===== src/rtl/complement_unit.sv =====
// complement_unit: multi-cycle pass / ones' / two's complement / absolute-value
// engine. Processes CHUNK bits per clock, LSB chunk first, rippling the
// two's-complement increment between chunks. Results are published on F/ovf
// only on the edge that raises done.
module complement_unit #(
    parameter int WIDTH = 16,
    parameter int CHUNK = 4
) (
    input  logic             clk,
    input  logic             rst_n,
    input  logic             start,
    input  logic [1:0]       mode,
    input  logic [WIDTH-1:0] A,
    output logic             busy,
    output logic             done,
    output logic [WIDTH-1:0] F,
    output logic             ovf
);

    localparam int N     = WIDTH / CHUNK;
    localparam int IDX_W = (N > 1) ? $clog2(N) : 1;

    localparam logic [IDX_W-1:0] LAST_IDX = IDX_W'(N - 1);
    localparam logic [WIDTH-1:0] MIN_NEG  = {1'b1, {(WIDTH-1){1'b0}}};

    typedef enum logic [1:0] {
        S_IDLE = 2'b00,
        S_RUN  = 2'b01,
        S_DONE = 2'b10
    } state_t;

    state_t r_state;
    state_t w_state_next;

    // Captured operand and effective operation (frozen for the whole op).
    logic [WIDTH-1:0] r_a;
    logic             r_inv;    // inverted path selected
    logic             r_twos;   // two's-complement op (inverted + increment)
    logic             r_carry;  // carry into the current chunk
    logic [IDX_W-1:0] r_idx;    // current chunk index
    logic [WIDTH-1:0] r_acc;    // partial result, never exposed directly
    logic [WIDTH-1:0] r_f;
    logic             r_ovf;

    logic             w_accept;
    logic             w_last;
    logic             w_cap_twos;
    logic             w_cap_inv;
    logic [CHUNK-1:0] w_chunk;
    logic [CHUNK:0]   w_sum;
    logic [CHUNK-1:0] w_res;
    logic [WIDTH-1:0] w_acc_next;

    // Acceptance happens in IDLE and in DONE; start is ignored while running.
    assign w_accept = start && (r_state != S_RUN);
    assign w_last   = (r_idx == LAST_IDX);

    // Effective op decoded from mode and operand sign at capture time.
    assign w_cap_twos = (mode == 2'b10) || ((mode == 2'b11) && A[WIDTH-1]);
    assign w_cap_inv  = (mode == 2'b01) || w_cap_twos;

    // Select the chunk addressed by the current index.
    always_comb begin
        w_chunk = '0;
        for (int k = 0; k < N; k++) begin
            if (r_idx == IDX_W'(k)) begin
                w_chunk = r_a[k*CHUNK +: CHUNK];
            end
        end
    end

    // Chunk adder: inverted chunk plus incoming carry; carry-out feeds the next chunk.
    always_comb begin
        w_sum = {1'b0, ~w_chunk} + {{CHUNK{1'b0}}, r_carry};
        w_res = r_inv ? w_sum[CHUNK-1:0] : w_chunk;
    end

    // Merge the current chunk result into the accumulator image.
    always_comb begin
        w_acc_next = r_acc;
        for (int k = 0; k < N; k++) begin
            if (r_idx == IDX_W'(k)) begin
                w_acc_next[k*CHUNK +: CHUNK] = w_res;
            end
        end
    end

    // State register.
    always_ff @(posedge clk or negedge rst_n) begin
        if (!rst_n) begin
            r_state <= S_IDLE;
        end else begin
            r_state <= w_state_next;
        end
    end

    // Next-state logic: DONE accepts a new start exactly like IDLE.
    always_comb begin
        w_state_next = r_state;
        case (r_state)
            S_IDLE: begin
                if (start) w_state_next = S_RUN;
            end
            S_RUN: begin
                if (w_last) w_state_next = S_DONE;
            end
            S_DONE: begin
                w_state_next = start ? S_RUN : S_IDLE;
            end
            default: begin
                w_state_next = S_IDLE;
            end
        endcase
    end

    // Operand capture and per-chunk processing.
    always_ff @(posedge clk or negedge rst_n) begin
        if (!rst_n) begin
            r_a     <= '0;
            r_inv   <= 1'b0;
            r_twos  <= 1'b0;
            r_carry <= 1'b0;
            r_idx   <= '0;
            r_acc   <= '0;
        end else if (w_accept) begin
            r_a     <= A;
            r_inv   <= w_cap_inv;
            r_twos  <= w_cap_twos;
            r_carry <= w_cap_twos;
            r_idx   <= '0;
            r_acc   <= '0;
        end else if (r_state == S_RUN) begin
            r_carry <= w_sum[CHUNK];
            r_idx   <= r_idx + 1'b1;
            r_acc   <= w_acc_next;
        end
    end

    // Result publication: F and ovf move only on the edge that leads to done.
    // Overflow is the one case where negation maps the operand onto itself.
    always_ff @(posedge clk or negedge rst_n) begin
        if (!rst_n) begin
            r_f   <= '0;
            r_ovf <= 1'b0;
        end else if ((r_state == S_RUN) && w_last) begin
            r_f   <= w_acc_next;
            r_ovf <= r_twos && (r_a == MIN_NEG);
        end
    end

    assign busy = (r_state == S_RUN);
    assign done = (r_state == S_DONE);
    assign F    = r_f;
    assign ovf  = r_ovf;

endmodule


===== config.mk =====
export PLATFORM = sky130hd
export DESIGN_NAME = complement_unit
export DESIGN_NICKNAME = d
export VERILOG_FILES = /design/src/rtl/complement_unit.sv
export SDC_FILE = /design/constraint.sdc
export NUM_CORES = 1
export LEC_CHECK = 0
export CAP_MARGIN = 20
export CORE_AREA = 2 2 70 72
export DETAILED_ROUTE_END_ITERATION = 10
export DIE_AREA = 0 0 72 74
export PLACE_DENSITY = 0.81
export SLEW_MARGIN = 15
export SYNTH_ARGS = -nofsm -noshare
export SYNTH_HDL_FRONTEND = slang
export SYNTH_SLANG_ARGS = --single-unit

===== constraint.sdc =====
create_clock -name clk -period 8.1 [get_ports clk]
set_clock_uncertainty 0.15 [all_clocks]
set_input_delay 1.215 -clock clk [delete_from_list [all_inputs] [get_ports clk]]
set_output_delay 1.215 -clock clk [all_outputs]
set_load 0.1 [all_outputs]

==> flow_results.org <==
** Worst hold path
- Type of the worst min-delay path :: flop to flop

** Layout
- Area added between synthesis and finish :: 19.5%
- The number of antenna diodes in the final layout is 0.
- NumNets Final :: between 200 and 300
- Counting the fill cells in the layout gives 363.
- Share of post-route cells with drive strength above 1 :: between 10% and 20%
- With fillers left out, the area of the finished cells amounts to 2980 µm².

** Yosys
- After synthesis, the share of flip-flops with an asynchronous set or reset is 100%.
- Of the post-synthesis cell area, the dominant cell type holds 52.2%.
- Ys flop type :: sky130_fd_sc_hd__dfrtp_1
- Number of synthesized flops with an enable pin :: 0
- Syn nets :: around 250
- Netlist area before placement :: 2490 µm²
- Summing the sequential cell areas from Yosys gives about 52% of the chip area.
- Top cells by area, synth :: sky130_fd_sc_hd__dfrtp_1, sky130_fd_sc_hd__mux2_2, sky130_fd_sc_hd__o21ai_0
- Among all cell types in the netlist, the one instantiated most often is sky130_fd_sc_hd__dfrtp_1.
- Synthesis produced 221 cells.
- Mean instance size in the synthesized netlist :: 11.3 µm²
- Cell type with the highest aggregate area in the netlist :: sky130_fd_sc_hd__dfrtp_1
- Number of warning messages in the yosys log :: 0
- Library cells used by synthesis :: 39
- Counting flops and latches in the post-synthesis netlist gives 52.
- In the synthesized netlist, the cells that appear most often are sky130_fd_sc_hd__dfrtp_1, sky130_fd_sc_hd__o21ai_0, sky130_fd_sc_hd__mux2_2, sky130_fd_sc_hd__nand2_1, sky130_fd_sc_hd__a21oi_1.

** Run status
- Result of the run :: finished clean

** Timing
- Setup violations remaining at the end of the flow were counted as 0.
- The clock period could shrink to 3.83 ns.
- Highest clock frequency the design can meet :: ~260 MHz
- Unrepaired setup endpoints after global routing :: no
- Post-route setup TNS :: 0 ns
- Headroom to the max-slew limit came out at approximately a third.
- Worst-Margin Slew :: about 0.97 ns
- Final Hold Vio Count :: 0
- The final-report max-slew violation count is 0.
- The final critical path takes up ~47% of the cycle.

** Global route
- Entering global routing, the biggest net connects 33 pins.
- The number of antenna violations at the first check in global routing came to 0.
- The first global-routing pass estimated 8310 µm of wire.
- Total routing resource utilization after global routing :: about a fifth
- Via count of the first global-routing pass :: 1677
- Overflow after GRT :: 0

** Die
- For this design the top-level I/O count stands at 40.
- The die covers 5330 µm².
- In this run the horizontal extent of the chip is 72 µm.
- Starting density of the core :: 54.3%
- Placeable core area :: 4600 µm²
- Number of cell rows :: 25
- Die height :: 74 µm

** CTS
- CTS tree :: yes
- Num CTS Buffers :: 5
- In this run the number of H-tree levels came out at 2.
- Total clock sinks :: 52
- Clk Tree Root Cell :: sky130_fd_sc_hd__clkbuf_8
- Clock latency on the worst-skew pair :: 0.30 ns
- Clock Pin Slew Worst Setup and Hold Paths :: 0.09 ns
- Hold repair after CTS inserted 0 buffers.
- Clock tree buffer depth :: 2
- Post-CTS Setup Repair Bufs :: 0
- Once the clock tree was built, the resizer swapped 0 gates to a different size.

** Placed design
- Count of port buffers added during placement :: 39
- Once placement finished, the instance area stood at 2900 µm².
- DP HPWL :: approximately 3500 µm
- Final estimated routing congestion in global placement :: 0.737

** Flow run
- Max-cap violation count :: 0

** Critical path
- The worst setup path is captured at an output pin.
- Maximum cell stage delay along the critical path :: around 1.2 ns
- For the worst setup path, the data arrival time is 2.46 ns.
- Master of the slowest instance on the critical path :: sky130_fd_sc_hd__clkdlybuf4s50_1
- Along the worst path, the maximum fanout reaches 19.
- Worst endpoint required time :: 6.73 ns
- Critical path buffer and inverter count :: 2
- Flop2flop setup slack :: 4.72 ns
- The worst setup path is of the flop to output pin kind.
- Traced cell by cell, the critical path runs through nand2b_1 > inv_2 > clkdlybuf4s50_1.
- Type of element launching the critical path :: flop
- Grouping stages by cell kind, the critical path spends the most delay in buffers and inverters.

** Detailed routing
- Initial drt markers :: 96
- Wires add up to 4950 µm.
- Antenna viol nets, final :: 0
- Average routed wire per standard cell :: roughly 16 µm
- The first detailed-routing pass took 4 iterations.
- The routed layout has 1803 vias.
- After detailed routing, the number of remaining DRC violations is 0.
- Mean number of vias per cell :: 5.87
## final timing paths
| path | to | cells past startpoint | from |
|---|---|---|---|
| max | busy | 3 | r_state[1]$_DFFE_PN0P_ |
| min | F[9]$_DFFE_PN0P_ | 1 | F[9]$_DFFE_PN0P_ |
| max reg2reg | r_acc[1]$_DFFE_PN0P_ | 12 | r_idx[1]$_DFFE_PN0P_ |
| min reg2reg | F[9]$_DFFE_PN0P_ | 1 | F[9]$_DFFE_PN0P_ |
| max in group asynchronous | F[10]$_DFFE_PN0P_ | 2 | rst_n |
| min in group asynchronous | r_a[6]$_DFFE_PN0P_ | 1 | rst_n |
## per-layer routing
| layer | wire (µm) | GRT usage (%) |
|---|---|---|
| met5 | 0 | 0 |
| met1 | 2320 | 28.6 |
| met3 | 250 | 4.20 |
| met4 | 67 | 6.29 |
| met2 | 2320 | 32.2 |
## final cells by class
class | instances | area (µm²) | share of cell area [%]
well taps | 54 | 67.6 | 2.27
flip-flops and latches | 52 | 1300 | 43.6
repair buffers | 40 | 405 | 13.6
clock inverters | 1 | 5.00 | 0.168
inverters | 8 | 30.0 | 1.01
multi-input cells | 146 | 1100 | 36.9
clock buffers | 6 | 72.6 | 2.43
## kinds of logic (layout without fill, tap and decap cells)
kind of cell / after synthesis / in the layout / synth area share (%)
buffers and inverters: 23 / 55 / 3.76
xor gates and xnor gates: 3 / 3 / 1.05
AOI/OAI and AO/OA: 63 / 63 / 18.3
adders and majority gates: 6 / 6 / 3.01
and+or+nand+nor: 51 / 51 / 11.7
DFF: 52 / 52 / 52.2
muxes: 23 / 23 / 10.0
## registers in the layout, summed over array words and instances, names as in the netlist
signal	flops
r_idx	2
r_twos	1
r_state	2
r_acc	12
ovf	1
F	16
r_inv	1
r_a	16
r_carry	1
## placed cells by master, fill, tap and decap left out, drive strengths merged, types with 3 or more instances in the layout
cell type,instances
dfrtp,52
clkdlybuf4s50,38
o21ai,17
nand2,16
mux2,16
a21oi,11
inv,8
a21o,7
nor2,7
mux2i,7
a32o,6
a22o,6
ha,6
clkbuf,6
nor3b,5
nand4,5
nor2b,4
a211o,4
nand4b,4
nand2b,3
xnor2,3
nor4,3
## per-stage QoR
stage               setup slack, ns  utilization [%]  cells  hold slack (ns)
CTS                            4.28             64.8    307            0.335
floorplan                      4.93                -    221            0.300
global placement               4.66             62.7    299            0.309
global route                   4.16             64.8    307            0.344
finish                         4.27             64.8    307            0.328
detailed placement             4.64             63.2    300            0.315
Power is left out: the tool's default activity adds up to more than one toggle a clock period on the data nets, which glitch-free logic cannot reach.
